--- src/rtl/alu_arbiter.sv ---
// alu_arbiter
// Two-requester front end sharing one 3-bit ALU (add/sub/mul/rem).
// It grants one requester at a time, latches that requester's operands, and
// evaluates the ALU on the latched operands. The registered result and flags
// are then held on a response handshake until the granted requester takes them.
//
// Ports:
//   clk, rst_n              clock (rising edge), async active-low reset
//   req_valid[1:0]          per-requester operation pending
//   req_ready[1:0]          per-requester acceptance strobe (one-hot or zero)
//   req0_num1/num2/sel      requester 0 operands (3/3/2 bits)
//   req1_num1/num2/sel      requester 1 operands (3/3/2 bits)
//   rsp_valid[1:0]          result available for requester i (one-hot or zero)
//   rsp_ready[1:0]          requester i consumes the result
//   rsp_result[4:0]         registered ALU result
//   rsp_zero, rsp_divz      registered zero / remainder-by-zero flags
//   busy                    an operation is in flight
//   op_count[7:0]           completed operations, wraps at 255
//
// Build option: ALU_ARB_FIXED_PRI_EN selects fixed priority (requester 0 wins
// every conflict, no last-grant pointer). It is undefined by default, which
// gives round-robin arbitration.
module alu_arbiter (
  input  logic       clk,
  input  logic       rst_n,
  input  logic [1:0] req_valid,
  output logic [1:0] req_ready,
  input  logic [2:0] req0_num1,
  input  logic [2:0] req0_num2,
  input  logic [1:0] req0_sel,
  input  logic [2:0] req1_num1,
  input  logic [2:0] req1_num2,
  input  logic [1:0] req1_sel,
  output logic [1:0] rsp_valid,
  input  logic [1:0] rsp_ready,
  output logic [4:0] rsp_result,
  output logic       rsp_zero,
  output logic       rsp_divz,
  output logic       busy,
  output logic [7:0] op_count
);

  localparam int DATA_W = 3;
  localparam int RES_W  = 5;

  typedef enum logic [1:0] {IDLE, EXEC, RESP} state_t;

  state_t              state;
  logic                gnt_p0;
  logic [DATA_W-1:0]   num1_p0;
  logic [DATA_W-1:0]   num2_p0;
  logic [1:0]          sel_p0;
  logic                grant;
  logic                accept;
  logic [RES_W+1:0]    alu_out;
`ifndef ALU_ARB_FIXED_PRI_EN
  logic                last_p0;
`endif

  // ALU behaviour: 5-bit wrap-around add/sub/mul. A remainder by zero
  // returns 0 and raises divz. The result is packed as {result, zero, divz}.
  function automatic logic [RES_W+1:0] alu_calc(input logic [DATA_W-1:0] a,
                                                input logic [DATA_W-1:0] b,
                                                input logic [1:0]        sel);
    logic [RES_W-1:0]    r;
    logic [2*DATA_W-1:0] prod;
    logic                dz;
    r    = '0;
    dz   = 1'b0;
    prod = {3'b000, a} * {3'b000, b};
    unique case (sel)
      2'b00: r = {2'b00, a} + {2'b00, b};
      2'b01: r = {2'b00, a} - {2'b00, b};
      2'b10: r = prod[RES_W-1:0];
      2'b11: begin
        if (b == '0) dz = 1'b1;
        else         r  = {2'b00, a % b};
      end
    endcase
    return {r, (r == '0), dz};
  endfunction

  // A single valid requester always wins. For a conflict, the fixed build
  // favours requester 0; otherwise the winner is the requester that did not
  // win last time.
  always_comb begin
    grant = 1'b0;
    if (req_valid == 2'b10) begin
      grant = 1'b1;
    end else if (req_valid == 2'b11) begin
`ifdef ALU_ARB_FIXED_PRI_EN
      grant = 1'b0;
`else
      grant = ~last_p0;
`endif
    end
  end

  assign accept    = (state == IDLE) && (req_valid != 2'b00);
  // Gating with rst_n keeps req_ready low while reset is held, even when
  // requests are pending.
  assign req_ready = (accept && rst_n) ? (grant ? 2'b10 : 2'b01) : 2'b00;
  assign rsp_valid = (state == RESP) ? (gnt_p0 ? 2'b10 : 2'b01) : 2'b00;
  assign busy      = (state != IDLE);
  assign alu_out   = alu_calc(num1_p0, num2_p0, sel_p0);

  always_ff @(posedge clk or negedge rst_n) begin
    if (!rst_n) begin
      state      <= IDLE;
      gnt_p0     <= 1'b0;
      num1_p0    <= '0;
      num2_p0    <= '0;
      sel_p0     <= '0;
      rsp_result <= '0;
      rsp_zero   <= 1'b0;
      rsp_divz   <= 1'b0;
      op_count   <= '0;
`ifndef ALU_ARB_FIXED_PRI_EN
      last_p0    <= 1'b1;
`endif
    end else begin
      unique case (state)
        // p0: latch the winner and its operands
        IDLE: begin
          if (accept) begin
            gnt_p0  <= grant;
            num1_p0 <= grant ? req1_num1 : req0_num1;
            num2_p0 <= grant ? req1_num2 : req0_num2;
            sel_p0  <= grant ? req1_sel  : req0_sel;
`ifndef ALU_ARB_FIXED_PRI_EN
            last_p0 <= grant;
`endif
            state   <= EXEC;
          end
        end
        // p1: ALU on latched operands into the response registers
        EXEC: begin
          {rsp_result, rsp_zero, rsp_divz} <= alu_out;
          state <= RESP;
        end
        // response hold: only the granted requester's ready completes it
        RESP: begin
          if (rsp_ready[gnt_p0]) begin
            op_count <= op_count + 8'd1;
            state    <= IDLE;
          end
        end
        default: state <= IDLE;
      endcase
    end
  end

endmodule
--- config.mk ---
export PLATFORM = sky130hd
export DESIGN_NAME = alu_arbiter
export DESIGN_NICKNAME = d
export VERILOG_FILES = /design/src/rtl/alu_arbiter.sv
export SDC_FILE = /design/constraint.sdc
export NUM_CORES = 1
export LEC_CHECK = 0
export BUFFER_PORTS_ARGS = -buffer_cell sky130_fd_sc_hd__buf_2
export CORE_ASPECT_RATIO = 1.4
export CORE_MARGIN = 4
export CORE_UTILIZATION = 54
export CTS_BUF_LIST = sky130_fd_sc_hd__clkbuf_16
export DETAILED_ROUTE_END_ITERATION = 7
export PLACE_DENSITY = 0.87
export SYNTH_ARGS = -nofsm -noshare
export SYNTH_HDL_FRONTEND = slang
export SYNTH_SLANG_ARGS = --single-unit
--- constraint.sdc ---
create_clock -name clk -period 4 [get_ports clk]
set_input_delay 0.8 -clock clk [delete_from_list [all_inputs] [get_ports clk]]
set_output_delay 0.8 -clock clk [all_outputs]
set_load 0.01 [all_outputs]
After elaboration in Yosys (flattened, before gate mapping)
Cells that the tools add are included.
- register bits: 27
- logic and storage cells: 55
- output and inout bits: 20
- bits of input ports: 22
- div/mod/pow operators: 1
- reductions and logical operators: 11
- mux-type cells: 18
- bitwise logic cells: 1
- eq/ne operators: 9
- multipliers: 1
- add/subtract/negate cells: 3
- order comparisons: 1
- operator list (kind ; count):
    5-bit case mux with 4 select lines ; 1
    2-bit 2-to-1 mux ; 7
    2-bit equality test, second input constant ; 5
    3-bit 2-to-1 mux ; 3
    8-bit by 1-bit adder with 8-bit output, second input constant ; 1
    1-bit 2-to-1 mux ; 6
    2-bit case mux with 3 select lines ; 1
    2-bit AND reduction ; 3
    5-bit zero test ; 1
    3-bit by 3-bit multiplier with 5-bit output ; 1
    3-bit by 3-bit adder with 4-bit output ; 1
    2-bit by 1-bit equality test with 1-bit output, second input constant ; 2
    2-bit zero test ; 2
    2-bit nonzero test ; 2
    3-bit by 3-bit subtractor with 4-bit output ; 1
    3-bit zero test ; 1
    3-bit by 3-bit remainder unit with 3-bit output ; 1
    1-bit logical AND ; 2
    1-bit by 2-bit < comparator with 1-bit output, second input constant ; 1
    2-bit by 1-bit inequality test with 1-bit output, second input constant ; 1
    2-bit inequality test, second input constant ; 1
    1-bit NOT ; 1

Depth between registers and ports, before layout
- depth after elaboration: 5
- gate-level depth with buffers: 17

Least setup slack after synthesis
OpenSTA, ideal clock, no wires.
- kind: reg2reg
- start: register num2_p0[0]
- end: register rsp_result[2]
- cell stages (with the launch flop): 18
- slack: 871 ps
- arrival: 3005 ps
- cells stage by stage: dfrtp_1 inv_1 ha_1 nor3b_1 o2bb2ai_1 inv_1 ha_1 nor2_1 a211oi_2 o2bb2ai_2 inv_1 ha_1 nand2_1 o21ai_2 nor3b_1 a221oi_2 a22oi_2 mux2_2
- cells in the longest elaborated chain, start to end: 3
- elaborated cells between the ends (all ways): 7
- classes of those cells: add/sub: 2; mul: 1; div: 1; mux: 2; reduce/logical: 1
- ends and longest elaborated chain (item ; RTL line ; text):
    from (decl) ; 51 ; logic [DATA_W-1:0] num2_p0;
    from (signal assigned) ; 128 ; num2_p0 <= grant ? req1_num2 : req0_num2;
    3-bit by 3-bit remainder unit with 3-bit output or 3-bit zero test (tied branches) ; 77, 76 ;
    3-bit 2-to-1 mux ; 76 ; if (b == '0) dz = 1'b1;
    5-bit case mux with 4 select lines (*) ; 71 ; unique case (sel)
    to (signal assigned) ; 138 ; {rsp_result, rsp_zero, rsp_divz} <= alu_out;
    to (decl) ; 36 ; output logic [4:0] rsp_result,
Every way passes the cells marked *; elsewhere a longest branch is shown, timed or not.
A chain may end at the register's enable or synchronous reset.

Worst setup path after layout
Ends and elaborated chain as after synthesis.

==> metrics.txt <==
run status complete, no violations; Starting Density 56.1%; adder-cell share of the synthesized area 17.0%; asr flop ratio synth 100%; cell count of the worst reg-to-reg path 17; number of port buffers 41; placed cell areas 2160 um^2; first-pass GRT wire length 6800 um; Max-cap violations 0; minimum clock period 3420 ps; post-detail-place hpwl 3180 um; Combinational Power Share 64.8%; Reg-to-Reg Start num2_p0[0]; Worst path max stage delay 460 ps; Die Span X 58.3 um; Worst EP arrival 3570 ps; CP Cell Sequence inv_1, ha_1, nor3b_1, o2bb2ai_1, inv_1, ha_1, nor2_1, nor3_1, o2bb2ai_2, inv_1, ha_1, nand2_1, o21ai_2, nor3b_1, a221oi_2, a22oi_2, mux2_2; vias in the first global route 1511; Psw 1000 uW; Worst Max-Slew Pin Slew 548 ps; Skew-Pair Late Insertion Delay 260 ps; Hold Path Class in2async; family with the most delay on the worst path compound AO/OA/AOI/OAI gates; via count 1510; Max Transition Viols Final 0; wire per inst 14.3 um; Final Hold Viols 0; total power 2160 uW; Flop pwr share 24.7%; antenna viol nets, final 0; Synth Area in Compound Gates 14.1%; Fmax 0.292 GHz; Yosys Warn Count 0; largest net degree at the start of global routing 20; leakage power 0.00113 uW; post-CTS sizing 0; register bit total from synthesis 27; final clock skew 2.13 ps; Fillers 266; initial drt markers 28; P per Cell Area 961 nW/um^2; Post-Route WL 3980 um; Synth Flop Type dfrtp_1; final net count 284; sequential cell area fraction in the yosys report 35.4%; CP Max Fanout 7; post-route clock period utilization 85.6%; postcts setup bufs 0; Pint 1150 uW; multiplexer area fraction after synthesis 7.58%; CTS clock-pin slew for the worst setup and hold paths 70 ps; final instance area 2240 um^2; Clock power frac 10.5%; Die Y 78.5 um; final setup vio count 0; ANT cells 0; critical path endpoint category register; Crit Path Category reg2reg; post-synth cell types 44; die area 4580 um^2; antenna violations before repair 0; Syn-to-layout area delta 17.3%; Final Wtd Congestion 0.905; Total GRT Usage 19.0%; sw frac 46.5%; final worst setup slack 576 ps; Util after Layout 65.8%; XOR/XNOR share of the synthesized area 5.49%; CTS tree yes; Root Buffer clkbuf_16; Max Buffers Root-to-Sink 2; Site Rows 25; Slew HR 62.5%; drt drc 0; core box area 3410 um^2; CP required 4150 ps; CP startpoint kind register; Post-Place Worst Slack 582 ps; Post-synth EDFFs 0; # hold bufs at CTS 0; gr ovfl total 0; cell area after synthesis 1910 um^2; proportion of layout cells with a drive suffix above 1 26.5%; TritonCTS Sinks 27; Worst VDD drop 0.601 mV; Reg-to-Reg End rsp_result[2]; setup_tns 0 ps; Ports 42; Cells after Synth 195; critical path's slowest cell dfrtp_1; Inserted Clock Buffers 3; CTS HTree Levels 1; R2R setup slack 580 ps; via-per-instance ratio 5.43; simple-gate share of the synthesized area 15.6%; RSZ-0062 raised after global routing false; Syn Area/Cell 9.82 um^2; First-pass DRT Iterations 4; Post-Syn Nets 240; main combinational cell family by area after synthesis adder cells; CP Buf/Inv Count 3
-- synth_stat cells (all sizes together), types with 2 or more instances --
cell / n / area, um^2
xnor2: 10 / 87.6
inv: 17 / 63.8
fa: 5 / 100
and3b: 2 / 17.5
nand2b: 3 / 18.8
mux2i: 10 / 100
nand3: 4 / 20.0
buf: 4 / 26.3
xor2: 2 / 17.5
a221oi: 2 / 23.8
nand2: 13 / 48.8
dfrtp: 26 / 651
and3: 3 / 18.8
nor2b: 3 / 18.8
nor3b: 2 / 15.0
nor3: 3 / 15.0
o2bb2ai: 2 / 23.8
o21ai: 7 / 42.5
nor2: 20 / 80.1
ha: 18 / 225
nand3b: 2 / 15.0
a21o: 2 / 15.0
mux2: 4 / 45.0
o31ai: 2 / 20.0
a21oi: 17 / 88.8
-- cell families after synthesis --
group                      Yosys count
muxes                               14
and+or+nand+nor                     59
DFF                                 27
xor gates and xnor gates            12
buffers and inverters               22
AOI/OAI and AO/OA                   38
adders and majority gates           23
-- how the worst max path moves through the flow --
stage,from,end,slack (ps),cells past startpoint
after floorplan,num2_p0[0],rsp_result[2],870,17
after global placement,num2_p0[0],rsp_result[2],730,17
after detailed placement,num2_p0[0],rsp_result[2],580,17
after CTS,num2_p0[0],rsp_result[2],570,17
after global routing,num2_p0[0],rsp_zero,340,16
final,num2_p0[0],rsp_result[2],580,17
-- metrics by stage --
step                      std cells  hold WS [ps]
after floorplan                 195           503
final                           278           421
after global placement          274           455
after detailed placement        274           472
after global routing            278           424
after CTS                       278           423
-- power groups by stage --
stage / registers (uW) / clock network (uW) / logic [uW]
floorplan: 517 / 0 / 1060
global placement: 530 / 0 / 1320
detailed placement: 535 / 0 / 1370
CTS: 530 / 234 / 1400
global route: 551 / 251 / 1570
finish: 533 / 226 / 1400
-- per-layer routing --
metal  track usage (%)  vias to the layer above  part of all wire, %
met3              4.28                       12                  5.0
met4              7.89                        0                  2.6
met1              21.9                      694                   39
li1                  -                      754                    -
met5                 0                        -                    0
met2              33.0                       50                   53
-- sequential cells by signal, indices dropped and copies added (netlist names) --
signal,cells
rsp_result,5
num2_p0,3
gnt_p0,1
rsp_divz,1
num1_p0,3
sel_p0,2
rsp_zero,1
op_count,8
last_p0,1
state,2
-- area by class of cell --
type	count	area, um^2	area share (%)
Clock buffer	3	75.1	3.34
Inverter	17	63.8	2.84
Tap cell	40	50.0	2.23
Clock inverter	1	7.51	0.334
Multi-Input combinational cell	146	1140	50.9
Sequential cell	27	677	30.2
Timing Repair Buffer	44	228	10.1
-- cells in the final DEF (no fill, tap or decap), drive strengths merged, types with 2 or more instances in the layout --
cell,Yosys,final
a21o,2,2
inv,17,17
o31ai,2,2
nor2,20,20
nor3b,2,2
and3b,2,2
xnor2,10,10
o21ai,7,7
nand2b,3,3
ha,18,18
and3,3,3
mux2i,10,10
clkbuf,1,3
o2bb2ai,2,2
a221oi,2,2
dfrtp,26,26
nor3,3,3
buf,4,44
nand3,4,4
a21oi,17,17
xor2,2,2
nand2,13,13
nor2b,3,3
nand3b,2,2
fa,5,5
mux2,4,4
-- worst reg2reg max path: stages, from the launching register on --
cell       delay, ps
dfrtp_1          460
inv_1            120
ha_1             190
nor3b_1          130
o2bb2ai_1        230
inv_1             70
ha_1             310
nor2_1           170
nor3_1            90
o2bb2ai_2        210
inv_1             60
ha_1             270
nand2_1           60
o21ai_2          230
nor3b_1          100
a221oi_2         260
a22oi_2          100
mux2_2           260
Power figures use the tool's default switching activity.
